### src/rtl/cpu_board_display.sv
// Board front-end for a single-step CPU: debounced step clock, press
// counter and a four-digit multiplexed hex display of CPU state.
module cpu_board_display #(
    parameter int DB_CNT   = 1000000,
    parameter int SCAN_DIV = 100000
) (
    input  logic        CLK,
    input  logic        RST,
    input  logic        step_btn,
    input  logic [1:0]  sw_sel,
    input  logic [31:0] curPC,
    input  logic [31:0] nextPC,
    input  logic [31:0] ReadData1,
    input  logic [31:0] ReadData2,
    input  logic [31:0] ALUResult,
    input  logic [31:0] DB,
    input  logic [4:0]  rs,
    input  logic [4:0]  rt,
    output logic        cpu_clk,
    output logic [7:0]  step_cnt,
    output logic [3:0]  an,
    output logic [7:0]  seg
);

    localparam int CW = (DB_CNT > 1) ? $clog2(DB_CNT) : 1;
    localparam int PW = (SCAN_DIV > 1) ? $clog2(SCAN_DIV) : 1;
    localparam logic [CW-1:0] C_LAST = CW'(DB_CNT - 1);
    localparam logic [PW-1:0] P_LAST = PW'(SCAN_DIV - 1);

    logic          sync1;
    logic          sync2;
    logic          level;
    logic [CW-1:0] db_cnt;
    logic [PW-1:0] pre;
    logic [1:0]    digit;
    logic [15:0]   frame;
    logic [15:0]   frame_next;
    logic          scan_tick;
    logic          frame_wrap;
    logic          accept;
    logic [3:0]    nibble;
    logic [7:0]    hex;
    logic          unused_bits;

    assign unused_bits = ^{curPC[31:8], nextPC[31:8],
                           ReadData1[31:8], ReadData2[31:8],
                           ALUResult[31:8], DB[31:8]};

    always_ff @(posedge CLK) begin
        if (RST) begin
            sync1 <= 1'b0;
            sync2 <= 1'b0;
        end else begin
            sync1 <= step_btn;
            sync2 <= sync1;
        end
    end

    assign accept = (sync2 != level) && (db_cnt == C_LAST);

    // Any cycle the input agrees with the accepted level restarts the count.
    always_ff @(posedge CLK) begin
        if (RST) begin
            level    <= 1'b0;
            db_cnt   <= '0;
            step_cnt <= 8'd0;
        end else if (sync2 == level) begin
            db_cnt <= '0;
        end else if (accept) begin
            level  <= ~level;
            db_cnt <= '0;
            if (!level)
                step_cnt <= step_cnt + 8'd1;
        end else begin
            db_cnt <= db_cnt + 1'b1;
        end
    end

    assign cpu_clk = level;

    assign scan_tick  = (pre == P_LAST);
    assign frame_wrap = scan_tick && (digit == 2'd3);

    always_comb begin
        frame_next = 16'h0000;
        case (sw_sel)
            2'b00:   frame_next = {curPC[7:0], nextPC[7:0]};
            2'b01:   frame_next = {3'b000, rs, ReadData1[7:0]};
            2'b10:   frame_next = {3'b000, rt, ReadData2[7:0]};
            default: frame_next = {ALUResult[7:0], DB[7:0]};
        endcase
    end

    always_ff @(posedge CLK) begin
        if (RST) begin
            pre   <= '0;
            digit <= 2'd0;
            frame <= 16'h0000;
        end else begin
            pre <= scan_tick ? '0 : pre + 1'b1;
            if (scan_tick)
                digit <= digit + 2'd1;
            if (frame_wrap)
                frame <= frame_next;
        end
    end

    assign nibble = frame[{digit, 2'b00} +: 4];

    always_comb begin
        hex = 8'hFF;
        case (nibble)
            4'h0: hex = 8'hC0;
            4'h1: hex = 8'hF9;
            4'h2: hex = 8'hA4;
            4'h3: hex = 8'hB0;
            4'h4: hex = 8'h99;
            4'h5: hex = 8'h92;
            4'h6: hex = 8'h82;
            4'h7: hex = 8'hF8;
            4'h8: hex = 8'h80;
            4'h9: hex = 8'h90;
            4'hA: hex = 8'h88;
            4'hB: hex = 8'h83;
            4'hC: hex = 8'hC6;
            4'hD: hex = 8'hA1;
            4'hE: hex = 8'h86;
            default: hex = 8'h8E;
        endcase
    end

    // Decimal point on digit 2 separates the two displayed bytes.
    always_comb begin
        an  = ~(4'b0001 << digit);
        seg = hex;
        if (digit == 2'd2)
            seg[7] = 1'b0;
    end

endmodule

### config.mk
export PLATFORM = sky130hd
export DESIGN_NAME = cpu_board_display
export DESIGN_NICKNAME = d
export VERILOG_FILES = /design/src/rtl/cpu_board_display.sv
export SDC_FILE = /design/constraint.sdc
export NUM_CORES = 1
export LEC_CHECK = 0
export CAP_MARGIN = 0
export CORE_AREA = 4 4 85 87
export DETAILED_ROUTE_END_ITERATION = 10
export DIE_AREA = 0 0 89 91
export DONT_BUFFER_PORTS = 1
export PLACE_DENSITY_LB_ADDON = 0.3
export RECOVER_POWER = 100
export SLEW_MARGIN = 20
export SYNTH_ARGS = -nofsm -noshare
export SYNTH_HDL_FRONTEND = slang
export SYNTH_SLANG_ARGS = --single-unit
export TNS_END_PERCENT = 100
### constraint.sdc
create_clock -name CLK -period 3.6 [get_ports CLK]
set_clock_uncertainty 0.2 [all_clocks]
set_input_delay 0.9 -clock CLK [delete_from_list [all_inputs] [get_ports CLK]]
set_output_delay 0.9 -clock CLK [all_outputs]
set_load 0.01 [all_outputs]
==> run_results.csv, run 1 <==
group,metric,value,unit
run_status,status,"completed",
sta,finalCriticalPeriod,3.41,ns
setup_path,crit_arrival,2.31,ns
setup_path,crit_path_end_kind,"output port",
die,row_count,29,
detailed_routing,dr.pass1.iters,4,
final_layout,area_growth,6.66,%
min_path,hold_class,"reg2reg",
clock_tree,postCtsSetupBuffers,0,
final_layout,stdcell_area,3810,µm²
setup_path,critPathMaxFanout,8,
sta,maxSlewHeadroom,0.452,
pwr,p_comb_frac,0.029,
global_route,grt.total_usage,0.209,
pwr,sw_frac_of_total,0.190,
sta,worst_pin_slew,0.823,ns
placed_design,place_area,3600,µm²
global_route,overflow,0,
die,die_x,89,µm
synth,synth_nets,618,
synth,synth_seq_cells,66,
pwr,seqPwrFrac,0.503,
placed_design,gp_congestion,0.814,
setup_path,r2r_setup_slack,0.74,ns
die,initial_utilization,0.562,
final_layout,seqCellArea,1330,µm²
detailed_routing,first_iter_violations,104,
sta,fmax,0.293,GHz
die,die_h,91,µm
setup_path,critPathMaxStageDelay,0.60,ns
die,dieArea,8100,µm²
placed_design,hpwl,6110,µm
pwr,internal_power,0.00119,W
global_route,grt_antenna_before_repair,0,
clock_tree,cts_tree,"yes",
sta,setup_slack,0.188,ns
detailed_routing,drt-total-wl,8190,µm
sta,slew_viol_final,0,
pwr,total_leakage_power,1.16,nW
sta,finalCritPeriodShare,0.948,
placed_design,port_buffers,0,
detailed_routing,vias_per_cell,6.24,
sta,rsz0062_at_grt,"no",
final_layout,diodes,0,
detailed_routing,vias,2937,
final_layout,drive_gt1_frac,0.0863,
final_layout,fill_cells,548,
synth,ys.warnings.count,0,
clock_tree,htree_levels,3,
synth,syn_area,3570,µm²
synth,yosysSeqAreaShare,0.370,
job,max-cap-violations,0,
die,coreArea,6350,µm²
clock_tree,clkSlewWorstSetupHoldPaths,0.06,ns
sta,whs,0.238,ns
setup_path,critical_path.cell_chain,"mux4_2, inv_1, ha_1, inv_1, o31ai_1, clkbuf_1",
synth,ys_types,38,
setup_path,startpoint_type,"register",
final_layout,most-common-layout-cells,"dfxtp_1 (65), a21oi_1 (39), nor2_1 (32)",
pwr,peakVddDrop,0.249,mV
sta,finalHoldViolations,0,
die,ios,228,
sta,finalSetupTns,0,ns
final_layout,final_common_cell,"dfxtp_1",
final_layout,multiInputGateArea,2090,µm²
setup_path,cp.required,2.50,ns
synth,syn_avg_cell_area,8.97,µm²
clock_tree,cts.sinks,66,
sta,setup_viol,0,
pwr,powerDensity,385,nW/µm²
clock_tree,clockRootBuffer,"clkbuf_8",
setup_path,critPathKind,"reg2out",
setup_path,cpMaxStageDelayCell,"mux4_2",
global_route,grt_max_degree,33,
setup_path,crit_top_cell,"inv_1",
pwr,p_clk_frac,0.469,
detailed_routing,drc,0,
final_layout,num-nets-final,610,
detailed_routing,avgRoutedWirePerCell,17.4,µm
clock_tree,clockBufferDepth,2,
clock_tree,numCtsBuffers,9,
detailed_routing,ant_nets,0,
clock_tree,hold_buffers,0,
pwr,power.switching,0.000278,W
placed_design,dp_slack,0.290,ns
clock_tree,clkLatencyLatePin,0.33,ns
global_route,grt_pass1_wl,13300,µm
synth,synth_cells,398,
global_route,grt_pass1_vias,2702,
setup_path,cp.buffers_inverters,3,
setup_path,critPathTopFamily,"multiplexers",
-- layout make-up --
type                    count  share of cell area
clock buffers              13              0.0417
well taps                  77              0.0253
flip-flops and latches     66               0.348
repair buffers              3             0.00296
multi-input cells         293               0.549
inverters                  17              0.0168
clock inverters             2              0.0158
-- cells by family (layout without fill, tap and decap cells) --
family,count (synthesis),count (layout),synth area share
AO/OA/AOI/OAI,89,89,0.143
XOR/XNOR,23,23,0.0564
adder cells (fa/ha/maj),13,13,0.0456
buffers and inverters,39,35,0.0438
flip-flops,66,66,0.370
multiplexers,19,19,0.114
AND/OR/NAND/NOR,149,149,0.228
-- cell usage after synthesis --
cell / n / area [µm²]
a21oi_1: 39 / 195
a22o_1: 1 / 8.76
a22oi_1: 4 / 30.0
a311oi_1: 3 / 26.3
and2_1: 4 / 25.0
and3_1: 4 / 25.0
and4_1: 4 / 35.0
and4b_1: 2 / 20.0
buf_2: 5 / 25.0
buf_4: 1 / 7.51
clkbuf_1: 16 / 60.1
dfxtp_1: 66 / 1320
ha_1: 13 / 163
inv_1: 17 / 63.8
mux2_2: 2 / 22.5
mux4_2: 17 / 383
nand2_1: 22 / 82.6
nand2b_1: 2 / 12.5
nand3_1: 28 / 140
nand4_1: 10 / 62.6
nand4b_1: 1 / 8.76
nor2_1: 32 / 120
nor2b_1: 4 / 25.0
nor3_1: 2 / 10.0
nor3b_1: 1 / 7.51
nor4_1: 4 / 25.0
nor4b_1: 3 / 26.3
nor4bb_1: 2 / 20.0
o21a_1: 3 / 22.5
o21ai_0: 27 / 135
o2bb2ai_1: 1 / 8.76
o31ai_1: 11 / 82.6
or2_2: 1 / 6.26
or3_1: 10 / 62.6
or3b_1: 1 / 8.76
or4_1: 12 / 90.1
xnor2_1: 15 / 131
xor2_1: 8 / 70.1
-- power by group through the flow --
stage	Clock (W)	Sequential, W	Combinational, W
2_1_floorplan	0	0.000753	0.0000483
3_3_place_gp	0	0.000754	0.0000423
3_5_place_dp	0	0.000754	0.0000426
4_1_cts	0.000701	0.000737	0.0000428
5_1_grt	0.000729	0.000737	0.0000466
6_report	0.000687	0.000737	0.0000421
-- through the flow --
stage,total power (W),util,cells
after floorplan,0.000802,-,398
after global placement,0.000796,0.566,456
after detailed placement,0.000797,0.566,456
after CTS,0.00148,0.601,471
after global routing,0.00151,0.600,471
final,0.00147,0.600,471
-- worst register-to-register path, stage by stage, from the launching register on --
cell      delay, ns
dfxtp_1        0.34
ha_1           0.24
nand2_1        0.13
or4_1          0.80
o21ai_0        0.25
clkbuf_1       0.64
nor2_1         0.12
-- metal layers --
| metal | vias up | GRT usage | wire, µm | part of all wire |
|---|---|---|---|---|
| li1 | 1444 | - | - | - |
| met3 | 12 | 0.0814 | 989 | 0.12 |
| met2 | 114 | 0.295 | 3570 | 0.44 |
| met4 | 0 | 0.0757 | 135 | 0.016 |
| met1 | 1367 | 0.289 | 3490 | 0.43 |
| met5 | - | 0 | 0 | 0 |
-- path summary, 6_finish.rpt --
| path | endpoint | start | cells past startpoint |
|---|---|---|---|
| min reg2reg | db_cnt[0]$_SDFF_PP0_ | db_cnt[0]$_SDFF_PP0_ | 1 |
| max reg2reg | db_cnt[10]$_SDFF_PP0_ | db_cnt[0]$_SDFF_PP0_ | 6 |
| min | db_cnt[0]$_SDFF_PP0_ | db_cnt[0]$_SDFF_PP0_ | 1 |
| max | seg[0] | digit[0]$_SDFFE_PP0P_ | 6 |
-- repair_timing --
action                     in CTS  in global routing
setup endpoints to repair       1                  1
pin swaps                       0                  0
gates resized for setup         1                  1
-- registers in the layout (all words and copies together), names as in the netlist --
| name | cells |
|---|---|
| sync1 | 1 |
| digit | 2 |
| pre | 17 |
| frame | 16 |
| sync2 | 1 |
| db_cnt | 20 |
| step_cnt | 8 |
| cpu_clk | 1 |
(Power assumes the default switching activity.)
==> run 2, diff against run 1 <==
CAP_MARGIN = 10   (was 0)
CORE_AREA = 4 4 87 89   (was 4 4 85 87)
DIE_AREA = 0 0 91 93   (was 0 0 89 91)
==> run_results.csv, run 2 (synthesized netlist as in run 1, its figures left out) <==
group,metric,value,unit
die,coreArea,6760,µm²
setup_path,crit_path_end_kind,"output port",
sta,slew_viol_final,0,
detailed_routing,drt-total-wl,8370,µm
die,initial_utilization,0.528,
sta,finalCriticalPeriod,3.42,ns
placed_design,placed_cells,460,
pwr,peakVddDrop,0.292,mV
global_route,grt_antenna_before_repair,0,
detailed_routing,vias,3025,
run_status,status,"completed",
sta,setup_viol,0,
detailed_routing,first_iter_violations,209,
setup_path,cp.required,2.50,ns
placed_design,hpwl,6190,µm
setup_path,crit_arrival,2.32,ns
pwr,power.switching,0.000289,W
die,die_h,93,µm
final_layout,most-common-layout-cells,"dfxtp_1 (66), a21oi_1 (39), nor2_1 (32)",
job,max-cap-violations,0,
pwr,total_leakage_power,1.16,nW
clock_tree,cts_tree,"yes",
placed_design,gp_congestion,0.831,
clock_tree,hold_buffers,0,
global_route,grt_pass1_wl,13900,µm
sta,finalHoldViolations,0,
clock_tree,postCtsSetupBuffers,0,
sta,maxSlewHeadroom,0.400,
final_layout,drive_gt1_frac,0.0911,
detailed_routing,drc,0,
detailed_routing,ant_nets,0,
final_layout,largest_register_ffs,20,
min_path,hold_class,"reg2reg",
final_layout,diodes,0,
final_layout,final_common_cell,"dfxtp_1",
final_layout,num-nets-final,611,
pwr,p_comb_frac,0.031,
sta,finalSetupTns,0,ns
final_layout,regMostFlops,"db_cnt",
detailed_routing,dr.pass1.iters,4,
final_layout,fill_cells,580,
setup_path,startpoint_type,"register",
placed_design,port_buffers,0,
global_route,grt_pass1_vias,2886,
clock_tree,clockRootBuffer,"clkbuf_8",
clock_tree,numCtsBuffers,9,
global_route,overflow,0,
pwr,sw_frac_of_total,0.203,
pwr,powerDensity,375,nW/µm²
setup_path,critPathKind,"reg2out",
die,row_count,30,
clock_tree,clkSlewWorstSetupHoldPaths,0.07,ns
clock_tree,cts.sinks,66,
sta,whs,0.248,ns
sta,rsz0062_at_grt,"no",
clock_tree,clkLatencyLatePin,0.34,ns
setup_path,critPathMaxFanout,6,
pwr,internal_power,0.00114,W
pwr,p_clk_frac,0.451,
clock_tree,htree_levels,3,
detailed_routing,avgRoutedWirePerCell,17.6,µm
sta,worst_pin_slew,0.899,ns
clock_tree,cts_resized,0,
sta,finalCritPeriodShare,0.951,
final_layout,reg_top3,"db_cnt (20), pre (17), frame (16)",
die,dieArea,8460,µm²
global_route,grt.total_usage,0.205,
global_route,grt_max_degree,33,
final_layout,area_growth,6.52,%
pwr,seqPwrFrac,0.518,
die,ios,228,
die,die_x,91,µm
sta,fmax,0.292,GHz
clock_tree,clockBufferDepth,2,
detailed_routing,vias_per_cell,6.37,
final_layout,final_cells,475,
==> run 2: path summary, 6_finish.rpt <==
path                               from              endpoint  slack (ns)  cells after the start
hold / removal         sync1$_SDFF_PP0_      sync2$_SDFF_PP0_        0.25                      1
hold reg to reg        sync1$_SDFF_PP0_      sync2$_SDFF_PP0_        0.25                      1
setup reg to reg   db_cnt[0]$_SDFF_PP0_  db_cnt[8]$_SDFF_PP0_        0.66                      6
setup / recovery  digit[0]$_SDFFE_PP0P_                seg[4]        0.18                      4
==> run 2: per-stage QoR <==
| stage | cell area, µm² | total power (W) | util | worst slack [ns] |
|---|---|---|---|---|
| 2_1_floorplan | 3570 | 0.000802 | - | 0.522 |
| 3_3_place_gp | 3610 | 0.000798 | 0.534 | 0.515 |
| 3_5_place_dp | 3610 | 0.000799 | 0.534 | 0.489 |
| 4_1_cts | 3810 | 0.00143 | 0.564 | 0.111 |
| 5_1_grt | 3800 | 0.00146 | 0.563 | 0.0579 |
| 6_report | 3800 | 0.00142 | 0.563 | 0.178 |
==> run 2: layer usage <==
metal	vias up	GRT usage	wire (µm)
met2	112	0.335	3930
met4	0	0.0528	89
met1	1456	0.257	3620
met5	-	0	0
li1	1447	-	-
met3	10	0.0764	735
==> run 2: critical path, stage by stage, from the launching register on <==
cell	delay (ns)
dfxtp_1	0.50
mux4_2	0.66
ha_1	0.23
mux2_2	0.27
o21ai_0	0.32
==> run 2: cell type report <==
cell class	count	area (µm²)	area share
Multi-Input combinational cell	293	2100	0.551
Sequential cell	66	1320	0.347
Timing Repair Buffer	4	16.3	0.00428
Clock inverter	2	35.0	0.00921
Inverter	17	63.8	0.0168
Clock buffer	13	169	0.0444
Tap cell	80	100	0.0263
==> run 2: power groups by stage <==
stage / combinational, W / clock [W] / sequential (W)
6_report: 0.0000447 / 0.000642 / 0.000738
3_3_place_gp: 0.0000447 / 0 / 0.000754
5_1_grt: 0.0000489 / 0.000676 / 0.000737
2_1_floorplan: 0.0000483 / 0 / 0.000753
4_1_cts: 0.0000454 / 0.000646 / 0.000737
3_5_place_dp: 0.0000453 / 0 / 0.000754
